`src/rtl/piso_pkg.sv`:
```
// Shared definitions for the parallel-in/serial-out serializer: state
// encodings and the bit-counter width helper.
package piso_pkg;

  typedef enum logic [1:0] {
    ST_IDLE   = 2'd0,
    ST_SHIFT  = 2'd1,
    ST_PARITY = 2'd2
  } piso_state_t;

  // Counter must hold WIDTH-1; never narrower than one bit.
  function automatic int piso_cnt_w(input int width);
    return (width <= 2) ? 1 : $clog2(width);
  endfunction

endpackage

```
`src/rtl/piso_bit_counter.sv`:
```
// Loadable down-counter tracking the bits left after the one currently on
// the serial output; holds at zero instead of wrapping.
module piso_bit_counter
  import piso_pkg::*;
#(
  parameter int WIDTH = 8,
  localparam int CNT_W = piso_cnt_w(WIDTH)
) (
  input  logic             i_Clk,
  input  logic             i_Rst_L,
  input  logic             i_Load,
  input  logic             i_En,
  input  logic [CNT_W-1:0] i_Load_Val,
  output logic [CNT_W-1:0] o_Count,
  output logic             o_Zero
);

  logic [CNT_W-1:0] r_Count;

  always_ff @(posedge i_Clk or negedge i_Rst_L) begin
    if (!i_Rst_L) begin
      r_Count <= '0;
    end else if (i_Load) begin
      r_Count <= i_Load_Val;
    end else if (i_En && (r_Count != '0)) begin
      r_Count <= r_Count - CNT_W'(1);
    end
  end

  assign o_Count = r_Count;
  assign o_Zero  = (r_Count == '0);

endmodule

```
`src/rtl/piso_serializer.sv`:
```
// Parallel-in/serial-out stage feeding the delay-line serial input.
// Optional even-parity trailer bit enabled by defining PISO_PARITY_EN.
module piso_serializer
  import piso_pkg::*;
#(
  parameter int   WIDTH      = 8,
  parameter bit   MSB_FIRST  = 1'b1,
  parameter logic IDLE_LEVEL = 1'b0
) (
  input  logic             i_Clk,
  input  logic             i_Rst_L,
  input  logic [WIDTH-1:0] i_Data,
  input  logic             i_Load_DV,
  output logic             o_Ready,
  output logic             o_Serial,
  output logic             o_Serial_DV,
  output logic             o_Last,
  output logic             o_Busy
);

  localparam int CNT_W = piso_cnt_w(WIDTH);
`ifdef PISO_PARITY_EN
  localparam bit PAR_EN = 1'b1;
`else
  localparam bit PAR_EN = 1'b0;
`endif

  piso_state_t      r_State;
  logic [WIDTH-1:0] r_Shift;
  logic             r_Serial;
  logic             r_Serial_DV;
  logic             r_Last;
  logic             r_Busy;
`ifdef PISO_PARITY_EN
  logic             r_Parity;
`endif

  logic             w_Accept;
  logic             w_Advance;
  logic             w_Cnt_Zero;
  logic             w_Cnt_One;
  logic [CNT_W-1:0] w_Count;
  logic             w_First_Bit;
  logic             w_Next_Bit;

  // Ready depends only on state/counter so i_Load_DV never reaches o_Ready.
`ifdef PISO_PARITY_EN
  assign o_Ready = (r_State == ST_IDLE) || (r_State == ST_PARITY);
`else
  assign o_Ready = (r_State == ST_IDLE) || ((r_State == ST_SHIFT) && w_Cnt_Zero);
`endif

  assign w_Accept    = i_Load_DV && o_Ready;
  assign w_Advance   = (r_State == ST_SHIFT) && !w_Cnt_Zero;
  assign w_Cnt_One   = (w_Count == CNT_W'(1));
  assign w_First_Bit = MSB_FIRST ? i_Data[WIDTH-1] : i_Data[0];
  assign w_Next_Bit  = MSB_FIRST ? r_Shift[WIDTH-2] : r_Shift[1];

  piso_bit_counter #(
    .WIDTH(WIDTH)
  ) u_bit_counter (
    .i_Clk      (i_Clk),
    .i_Rst_L    (i_Rst_L),
    .i_Load     (w_Accept),
    .i_En       (w_Advance),
    .i_Load_Val (CNT_W'(WIDTH - 1)),
    .o_Count    (w_Count),
    .o_Zero     (w_Cnt_Zero)
  );

  // Word storage carries no reset; r_State gates whether it is ever used.
  always_ff @(posedge i_Clk) begin
    if (w_Accept) begin
      r_Shift <= i_Data;
    end else if (w_Advance) begin
      r_Shift <= MSB_FIRST ? (r_Shift << 1) : (r_Shift >> 1);
    end
  end

`ifdef PISO_PARITY_EN
  always_ff @(posedge i_Clk) begin
    if (w_Accept) begin
      r_Parity <= ^i_Data;
    end
  end
`endif

  always_ff @(posedge i_Clk or negedge i_Rst_L) begin
    if (!i_Rst_L) begin
      r_State     <= ST_IDLE;
      r_Serial    <= IDLE_LEVEL;
      r_Serial_DV <= 1'b0;
      r_Last      <= 1'b0;
      r_Busy      <= 1'b0;
    end else if (w_Accept) begin
      r_State     <= ST_SHIFT;
      r_Serial    <= w_First_Bit;
      r_Serial_DV <= 1'b1;
      r_Last      <= 1'b0;
      r_Busy      <= 1'b1;
    end else begin
      case (r_State)
        ST_SHIFT: begin
          if (!w_Cnt_Zero) begin
            r_Serial <= w_Next_Bit;
            r_Last   <= w_Cnt_One && !PAR_EN;
          end else begin
`ifdef PISO_PARITY_EN
            r_State  <= ST_PARITY;
            r_Serial <= r_Parity;
            r_Last   <= 1'b1;
`else
            r_State     <= ST_IDLE;
            r_Serial    <= IDLE_LEVEL;
            r_Serial_DV <= 1'b0;
            r_Last      <= 1'b0;
            r_Busy      <= 1'b0;
`endif
          end
        end
`ifdef PISO_PARITY_EN
        ST_PARITY: begin
          r_State     <= ST_IDLE;
          r_Serial    <= IDLE_LEVEL;
          r_Serial_DV <= 1'b0;
          r_Last      <= 1'b0;
          r_Busy      <= 1'b0;
        end
`endif
        default: begin
          r_State     <= ST_IDLE;
          r_Serial    <= IDLE_LEVEL;
          r_Serial_DV <= 1'b0;
          r_Last      <= 1'b0;
          r_Busy      <= 1'b0;
        end
      endcase
    end
  end

  assign o_Serial    = r_Serial;
  assign o_Serial_DV = r_Serial_DV;
  assign o_Last      = r_Last;
  assign o_Busy      = r_Busy;

endmodule
```
`config.mk`:
```
export PLATFORM = sky130hd
export DESIGN_NAME = piso_serializer
export DESIGN_NICKNAME = d
export VERILOG_FILES = /design/src/rtl/piso_pkg.sv /design/src/rtl/piso_bit_counter.sv /design/src/rtl/piso_serializer.sv
export SDC_FILE = /design/constraint.sdc
export NUM_CORES = 1
export LEC_CHECK = 0
export ABC_AREA = 1
export CAP_MARGIN = 20
export CORE_AREA = 2 2 40 42
export CTS_CLUSTER_DIAMETER = 150
export DETAILED_ROUTE_END_ITERATION = 10
export DIE_AREA = 0 0 42 44
export GPL_ROUTABILITY_DRIVEN = 0
export PLACE_DENSITY = 0.83
export SETUP_SLACK_MARGIN = 0.4
export SLEW_MARGIN = 20
export SYNTH_ARGS = -nofsm -noshare
export SYNTH_HDL_FRONTEND = slang
export SYNTH_SLANG_ARGS = --single-unit
```
`constraint.sdc`:
```
create_clock -name i_Clk -period 2.5 [get_ports i_Clk]
set_input_delay 0.5 -clock i_Clk [delete_from_list [all_inputs] [get_ports i_Clk]]
set_output_delay 0.5 -clock i_Clk [all_outputs]
set_load 0.02 [all_outputs]
```
==> metrics.cfg, run 1 <==
[floorplan]
fp.dieW_um=42
dieArea_um2=1850
die_y_um=44
core_um2=1420
rows=14
io_pins=16
initial_core_util=0.465

[placed_design]
io_buffer_count=15
hpwlAfterDp_um=820
postPlaceCellArea_um2=796

[grt]
antenna_found_initial=0
grt_pass1_vias=443
overflow=0
grt_max_degree=16
grt_pass1_wl_um=1800
grt_usage=0.132

[setup_path]
worst-path-stages=6
path_delay_family=adder cells
crit_slowest_cell=dfrtp_1
rr_startpoint=u_bit_counter.o_Count[0]$_DFFE_PN0P_
path_buf_inv=3
path_class=reg2out
reg2regPathDepth=6
path_cells=inv_1, ha_1, ha_1, inv_1, nand2_4, buf_2
cp-start-kind=flop
crit_required_ps=2000
ff2ff_setup_slack_ps=810
crit_path_end=o_Ready
slowest_delay_ps=380
worstPathArrival_ps=1520
cp-startpoint=u_bit_counter.o_Count[0]$_DFFE_PN0P_
crit_path_end_kind=output port
critical_path.max_fanout=15
rr_endpoint=r_Shift[6]$_DFFE_PP_

[yosys]
synth.yosys.seq_area_share=0.546
ys_ff_latch=13
synth.avg_cell_area_um2=9.99
syn_nets=80
yosys_warnings=0
synthDistinctLibCells=14
syn_area_um2=659
synth_cells=66

[finish]
drive_above_1_share=0.159
syn2layout_area_growth_pct=23.9
design_area_um2=817
n_antenna_cell=0
finalNetCount=97
fillCellCount=119

[routing]
drt-initial-drc-count=1
dr_total_vias=463
ant_nets=0
drc=0
wl_per_cell_um=11.0
firstDrtPassIters=3
wirelength_um=1080
vias_per_cell=4.72

[cts]
numCtsBuffers=3
path_clk_slew_ps=70
clock-sinks=13
cts_max_level=1
cts_tree=yes
cts_root_buf=clkbuf_4
ctsHoldBuffers=0
clk_latency_ps=270
clk_path_buf_depth=2

[power_and_ir_drop]
p_total_w=0.000862
p_leak_nw=0.400
power_density_nw_per_um2=1050
peakVddDrop_v=0.000443

[timing]
relSlewSlack=0.671
fin_skew_ps=2.40
min_period_over_period=0.810
fin_hold_ws_ps=465
period_needed_ps=2020
setup_tns_ps=0
final_hold_viol_count=0
rsz0062_at_grt=no
setup_violations=0
maxSlewViolCount=0
worst_slew_pin_slew_ps=492
fmax_mhz=494

[flow_run]
maxCapViolCount=0

[status]
status=completed

[hold_path]
hold_class=in2async

==> worst min path at each step <==
stage	slack, ps	start	to
4_1_cts	470	i_Rst_L	u_bit_counter.o_Count[1]$_DFFE_PN0P_
2_1_floorplan	200	i_Rst_L	o_Busy$_DFFE_PN0P_
3_5_place_dp	460	r_Shift[6]$_DFFE_PP_	o_Serial$_DFF_PN0_
3_3_place_gp	450	r_Shift[6]$_DFFE_PP_	o_Serial$_DFF_PN0_
6_report	460	i_Rst_L	u_bit_counter.o_Count[1]$_DFFE_PN0P_
5_1_grt	480	i_Rst_L	o_Busy$_DFFE_PN0P_
==> cell families after synthesis <==
| logic type | synth area share |
|---|---|
| buf+inv | 0.102 |
| simple gates | 0.294 |
| fa+ha+maj | 0.0569 |
| flops | 0.546 |
==> routing by layer <==
layer	global-route usage	routed length, µm
met1	0.162	473
met4	0.0968	31
met2	0.213	531
met3	0.0208	43
met5	0	0
==> flip-flops by register name, indices dropped and copies added (netlist names) <==
register               count
o_Busy                     1
o_Last                     1
o_Serial                   1
r_Shift                    7
u_bit_counter.o_Count      3
==> repair_timing <==
item	in CTS	in global routing
resized for setup	4	0
endpoints found under the hold margin	0	0
endpoints found under the setup margin	1	0
buffers inserted	0	0
==> worst reg2reg max path: stages, from the launching register on <==
cell     delay, ps
dfrtp_1        380
inv_1           70
ha_1           200
ha_1           190
inv_1           90
nand2_4        130
nand2_1        300
==> synthesized netlist by cell type <==
cell / instances / area share
nand3_2: 6 / 0.091
nand2_1: 24 / 0.14
dfrtp_1: 6 / 0.23
nand2_4: 1 / 0.017
nand2_2: 1 / 0.0095
buf_4: 1 / 0.011
nand3_1: 3 / 0.023
buf_6: 1 / 0.017
buf_8: 1 / 0.023
inv_2: 1 / 0.0057
ha_1: 3 / 0.057
edfxtp_1: 7 / 0.32
inv_1: 8 / 0.046
nor2_1: 3 / 0.017
==> cells in the final DEF (no fill, tap or decap), drive strengths merged <==
| cell type | synthesis | routed |
|---|---|---|
| nand3 | 9 | 9 |
| clkdlybuf4s50 | 0 | 14 |
| dfrtp | 6 | 6 |
| edfxtp | 7 | 7 |
| ha | 3 | 3 |
| inv | 9 | 9 |
| nor2 | 3 | 3 |
| clkbuf | 0 | 4 |
| nand2 | 26 | 26 |
| buf | 3 | 1 |
==> metrics by stage <==
step | std cells | worst slack [ps] | util
after floorplan | 66 | 922 | -
after global placement | 94 | 415 | 0.561
after detailed placement | 94 | 365 | 0.561
after CTS | 98 | 473 | 0.576
after global routing | 98 | 420 | 0.576
final | 98 | 475 | 0.576
==> area by class of cell <==
class,instances,area [µm²],area share
timing repair buffer,15,145,0.178
clock buffer,4,26.3,0.0322
tap,16,20.0,0.0245
inverter,9,33.8,0.0413
sequential,13,360,0.441
multi-input combinational,41,231,0.283
==> power by group <==
group	internal, W	switching (W)	leakage [nW]
clock network	0.0000617	0.0000636	0.0150
logic	0.000139	0.000226	0.236
registers	0.000338	0.0000334	0.149
(Power assumes the default switching activity.)
==> run 2, diff against run 1 <==
Settings changed: CORE_AREA 2 2 40 42 to 2 2 41 43, DIE_AREA 0 0 42 44 to 0 0 43 45, PLACE_DENSITY 0.83 to 0.8.
Clock period 2.5 ns to 2.05 ns, I/O delays scaled along.
==> metrics.cfg, run 2 (same netlist as run 1, synthesis figures left out) <==
[timing]
maxSlewViolCount=0
setup_violations=0
fmax_mhz=608
min_period_over_period=0.803
relSlewSlack=0.779
final_hold_viol_count=0
worst_slew_pin_slew_ps=330
setup_tns_ps=0
rsz0062_at_grt=yes
period_needed_ps=1650
fin_skew_ps=0.542

[finish]
drive_above_1_share=0.259
largest_reg_flops=7
final_common_cell=nand2_1
fillCellCount=127
design_area_um2=880
finalNetCount=100
syn2layout_area_growth_pct=33.4
largest-register=r_Shift
n_antenna_cell=0
layout_common_cells=nand2_1, clkdlybuf4s50_1, edfxtp_1, nand3_2, dfrtp_1

[floorplan]
core_um2=1470
rows=14
dieArea_um2=1940
io_pins=16
fp.dieW_um=43
die_y_um=45
initial_core_util=0.448

[setup_path]
reg2regPathDepth=9
worstPathArrival_ps=1240
rr_startpoint=u_bit_counter.o_Count[1]$_DFFE_PN0P_
crit_required_ps=1640
cp-start-kind=flop
crit_path_end_kind=output port
rr_endpoint=r_Shift[1]$_DFFE_PP_
ff2ff_setup_slack_ps=530
path_class=reg2out
critical_path.max_fanout=2

[power_and_ir_drop]
power_density_nw_per_um2=1310
p_leak_nw=0.441
peakVddDrop_v=0.000640

[cts]
cts_root_buf=clkbuf_4
clk_path_buf_depth=2
cts_max_level=1
ctsHoldBuffers=0
clk_latency_ps=270
cts_tree=yes
path_clk_slew_ps=80
numCtsBuffers=3
clock-sinks=13

[routing]
wirelength_um=1220
wl_per_cell_um=12.1
vias_per_cell=5.06
firstDrtPassIters=4
ant_nets=0
drc=0
drt-initial-drc-count=12
dr_total_vias=511

[grt]
antenna_found_initial=0
grt_pass1_vias=501
overflow=0
grt_max_degree=15
grt_pass1_wl_um=2130
grt_usage=0.160

[flow_run]
maxCapViolCount=0

[hold_path]
hold_class=in2async

[placed_design]
io_buffer_count=15
postPlaceCellArea_um2=811
hpwlAfterDp_um=896

[status]
status=completed

[run 2: changes by cell type in the layout (fill, tap and decap cells not counted), moves of 2 or more]
cell	change
inv_2	+3
dlygate4sd2_1	+2
dlymetal6s2s_1	+2
inv_1	-3
buf_6	+2
clkdlybuf4s50_1	-4
ha_1	-2
buf_4	+2
ha_4	+2
[run 2: area by class of cell]
| cell class | instances | area [µm²] | area share |
|---|---|---|---|
| inverters | 9 | 33.8 | 0.0384 |
| clock buffers | 4 | 26.3 | 0.0299 |
| flip-flops and latches | 13 | 360 | 0.410 |
| well taps | 16 | 20.0 | 0.0228 |
| multi-input cells | 41 | 259 | 0.294 |
| repair buffers | 18 | 180 | 0.205 |
[run 2: worst max-delay path: stages, from the launching register on]
cell and delay [ps]:
dfrtp_1 370, inv_2 60, ha_4 160, ha_4 150, inv_2 60, nand2_4 50
buf_6 130
[run 2: metrics by stage]
step	util	cells	total power, W	worst slack (ps)	hold WS (ps)
floorplan	-	66	0.000798	562	114
finish	0.598	101	0.00115	404	367
global placement	0.551	96	0.000910	196	440
global route	0.598	101	0.00126	344	382
CTS	0.574	101	0.00111	310	373
detailed placement	0.551	96	0.000944	143	450
[run 2: routing by layer]
metal | global-route usage | share of wire
met1 | 0.188 | 0.42
met2 | 0.255 | 0.50
met3 | 0.0240 | 0.036
met4 | 0.145 | 0.038
met5 | 0 | 0
[run 2: worst max path at each step]
| stage | startpoint | endpoint | slack (ps) | cells after the start |
|---|---|---|---|---|
| after floorplan | u_bit_counter.o_Count[0]$_DFFE_PN0P_ | o_Ready | 560 | 6 |
| after global placement | u_bit_counter.o_Count[0]$_DFFE_PN0P_ | o_Ready | 200 | 6 |
| after detailed placement | u_bit_counter.o_Count[0]$_DFFE_PN0P_ | o_Ready | 140 | 6 |
| after CTS | u_bit_counter.o_Count[0]$_DFFE_PN0P_ | o_Ready | 310 | 6 |
| after global routing | u_bit_counter.o_Count[0]$_DFFE_PN0P_ | o_Ready | 340 | 6 |
| final | u_bit_counter.o_Count[0]$_DFFE_PN0P_ | o_Ready | 400 | 6 |
[run 2: timing repair]
action	4_1_cts	5_1_grt
buffers inserted	1	0
gates resized for setup	10	9
endpoints found under the setup margin	17	17
pin swaps	0	1
[run 2: power by group]
| group | total (W) | switching (W) | internal [W] |
|---|---|---|---|
| registers | 0.000450 | 0.0000381 | 0.000412 |
| logic | 0.000547 | 0.000318 | 0.000229 |
| clock network | 0.000157 | 0.0000812 | 0.0000754 |
==> edit: new RTL, settings of run 1 <==
Add a define of `PISO_PARITY_EN`.
--- a/src/rtl/piso_serializer.sv
+++ b/src/rtl/piso_serializer.sv
@@ -1,5 +1,7 @@
 // Parallel-in/serial-out stage feeding the delay-line serial input.
 // Optional even-parity trailer bit enabled by defining PISO_PARITY_EN.
+`define PISO_PARITY_EN
+
 module piso_serializer
   import piso_pkg::*;
 #(
Function: changed (Yosys sat finds a counterexample within 10 cycles, from zero or initial values and one cycle with i_Rst_L low).
==> edit against run 1 <==
Cell count is 42% higher; critical endpoint unchanged; sequential cell count increased by 3; design area grew 30%; die area did not move; first-iteration DRC count grew to 9.0 times the old value; routed wire length is 36% higher; synthesized area rose by 34%; power increased by 27%; sequential power is 26% higher; sequential share of layout area fell by 2.5 points; combinational power up 35%; hold slack improved by 0.0037 ns; setup slack improved by 0.093 ns; via count rose by 46%.
==> edit: results (changes against run 1) <==
[grt]
grt_pass1_wl_mm=2.58  ; was 1.80 mm
grt.total_usage_pct=19.0  ; was 13.2%
grt_max_degree=19  ; was 16
first_global_vias=651  ; was 443

[worst_setup_path]
crit_path_top_delay_cell=clkdlybuf4s50_1  ; was dfrtp_1
timing.critical_path.slowest_cell_delay_ns=0.63  ; was 0.38 ns
crit_family=buffers and inverters  ; was adder cells
cp_max_fo=5  ; was 15

[layout]
fin_nets=137  ; was 97
drive_gt1_share_pct=14.6  ; was 15.9%

[cts]
clk_latency_ns=0.29  ; was 0.27 ns
cts_resized=0  ; was 4
path_clk_slew_ns=0.09  ; was 0.07 ns

[detailed_routing]
vias=675  ; was 463
avgRoutedWirePerCell_um=10.5  ; was 11.0 µm
wl_met2_um=768  ; was 531 µm
met1_length_um=604  ; was 473 µm

[worst_hold_path]
hold_class=flop to flop  ; was input port to async pin

[logic_synthesis]
synth_common_cells=nand2_1 (47), inv_1 (13), dfrtp_1 (8), edfxtp_1 (8), o21ai_2 (6)  ; was nand2_1 (24), inv_1 (8), edfxtp_1 (7)
yosys-top-cells-area=edfxtp_1 (27%), dfrtp_1 (23%), nand2_1 (20%)  ; was edfxtp_1 (32%), dfrtp_1 (23%), nand2_1 (14%)
synth_edf_count=8  ; was 7
synth_cell_types=19  ; was 14
synth_nets=119  ; was 80
synthArstFlopShare_pct=50.0  ; was 46.2%

[status]
status=completed  ; unchanged

[placement]
hpwl_mm=1.21  ; was 820 µm

[power_and_ir_drop]
leakage_uw=0.000551  ; was 0.000400 µW

-- edit: changes by cell type after synthesis, sizes merged --
| cell | change |
|---|---|
| a21oi | +1 |
| buf | -1 |
| dfrtp | +2 |
| edfxtp | +1 |
| ha | -1 |
| inv | +7 |
| nand2 | +24 |
| nand3 | -6 |
| nor2 | +2 |
| nor3 | +2 |
| o21ai | +8 |
| xnor2 | +1 |
-- edit: path summary, 6_finish.rpt --
check / start / to / slack (ns) / depth (start not counted)
max: r_State[0] / o_Ready / 0.57 / 2
min: r_Parity / o_Serial / 0.47 / 2
max reg2reg: u_bit_counter.o_Count[0] / r_Shift[5] / 1.17 / 5
min reg2reg: r_Parity / o_Serial / 0.47 / 2
max in group asynchronous: i_Rst_L / o_Last / 1.75 / 1
min in group asynchronous: i_Rst_L / o_Busy / 0.48 / 1
-- edit: area by class of cell --
class	instances	area (µm²)
fillers	102	360
clock buffers	4	26.3
repair buffers	15	150
inverters	16	60.1
flip-flops and latches	16	440
multi-input cells	72	362
well taps	16	20.0
-- edit: worst register-to-register path: stages (launching register included) --
cell and delay [ns]:
dfrtp_1 0.33, inv_1 0.08, ha_1 0.20, nand2_1 0.13, nand2_2 0.10, nand2_2 0.18
-- edit: metrics by stage --
step | area [µm²] | cells | setup WS [ns] | total power (µW)
after global routing | 1060 | 139 | 0.531 | 1180
final | 1060 | 139 | 0.568 | 1100
after floorplan | 881 | 106 | 1.29 | 828
after detailed placement | 1030 | 135 | 0.773 | 973
after global placement | 1030 | 135 | 0.804 | 945
after CTS | 1060 | 139 | 0.564 | 1110
-- edit: where the power goes --
group	internal, µW	switching, µW
clock	62.0	77.8
sequential	427	40.5
combinational	189	302
total	678	420
-- edit: logic make-up after synthesis --
family	synth area share (%)
AOI/OAI and AO/OA	8.10
xor gates and xnor gates	0.994
adders and majority gates	2.84
buffers and inverters	8.95
DFF	50.0
and+or+nand+nor	29.1
-- edit: layer usage --
metal | global-route usage (%) | up-vias
li1 | - | 358
met1 | 21.3 | 296
met2 | 31.9 | 19
met3 | 4.58 | 2
met4 | 13.5 | 0
met5 | 0 | -
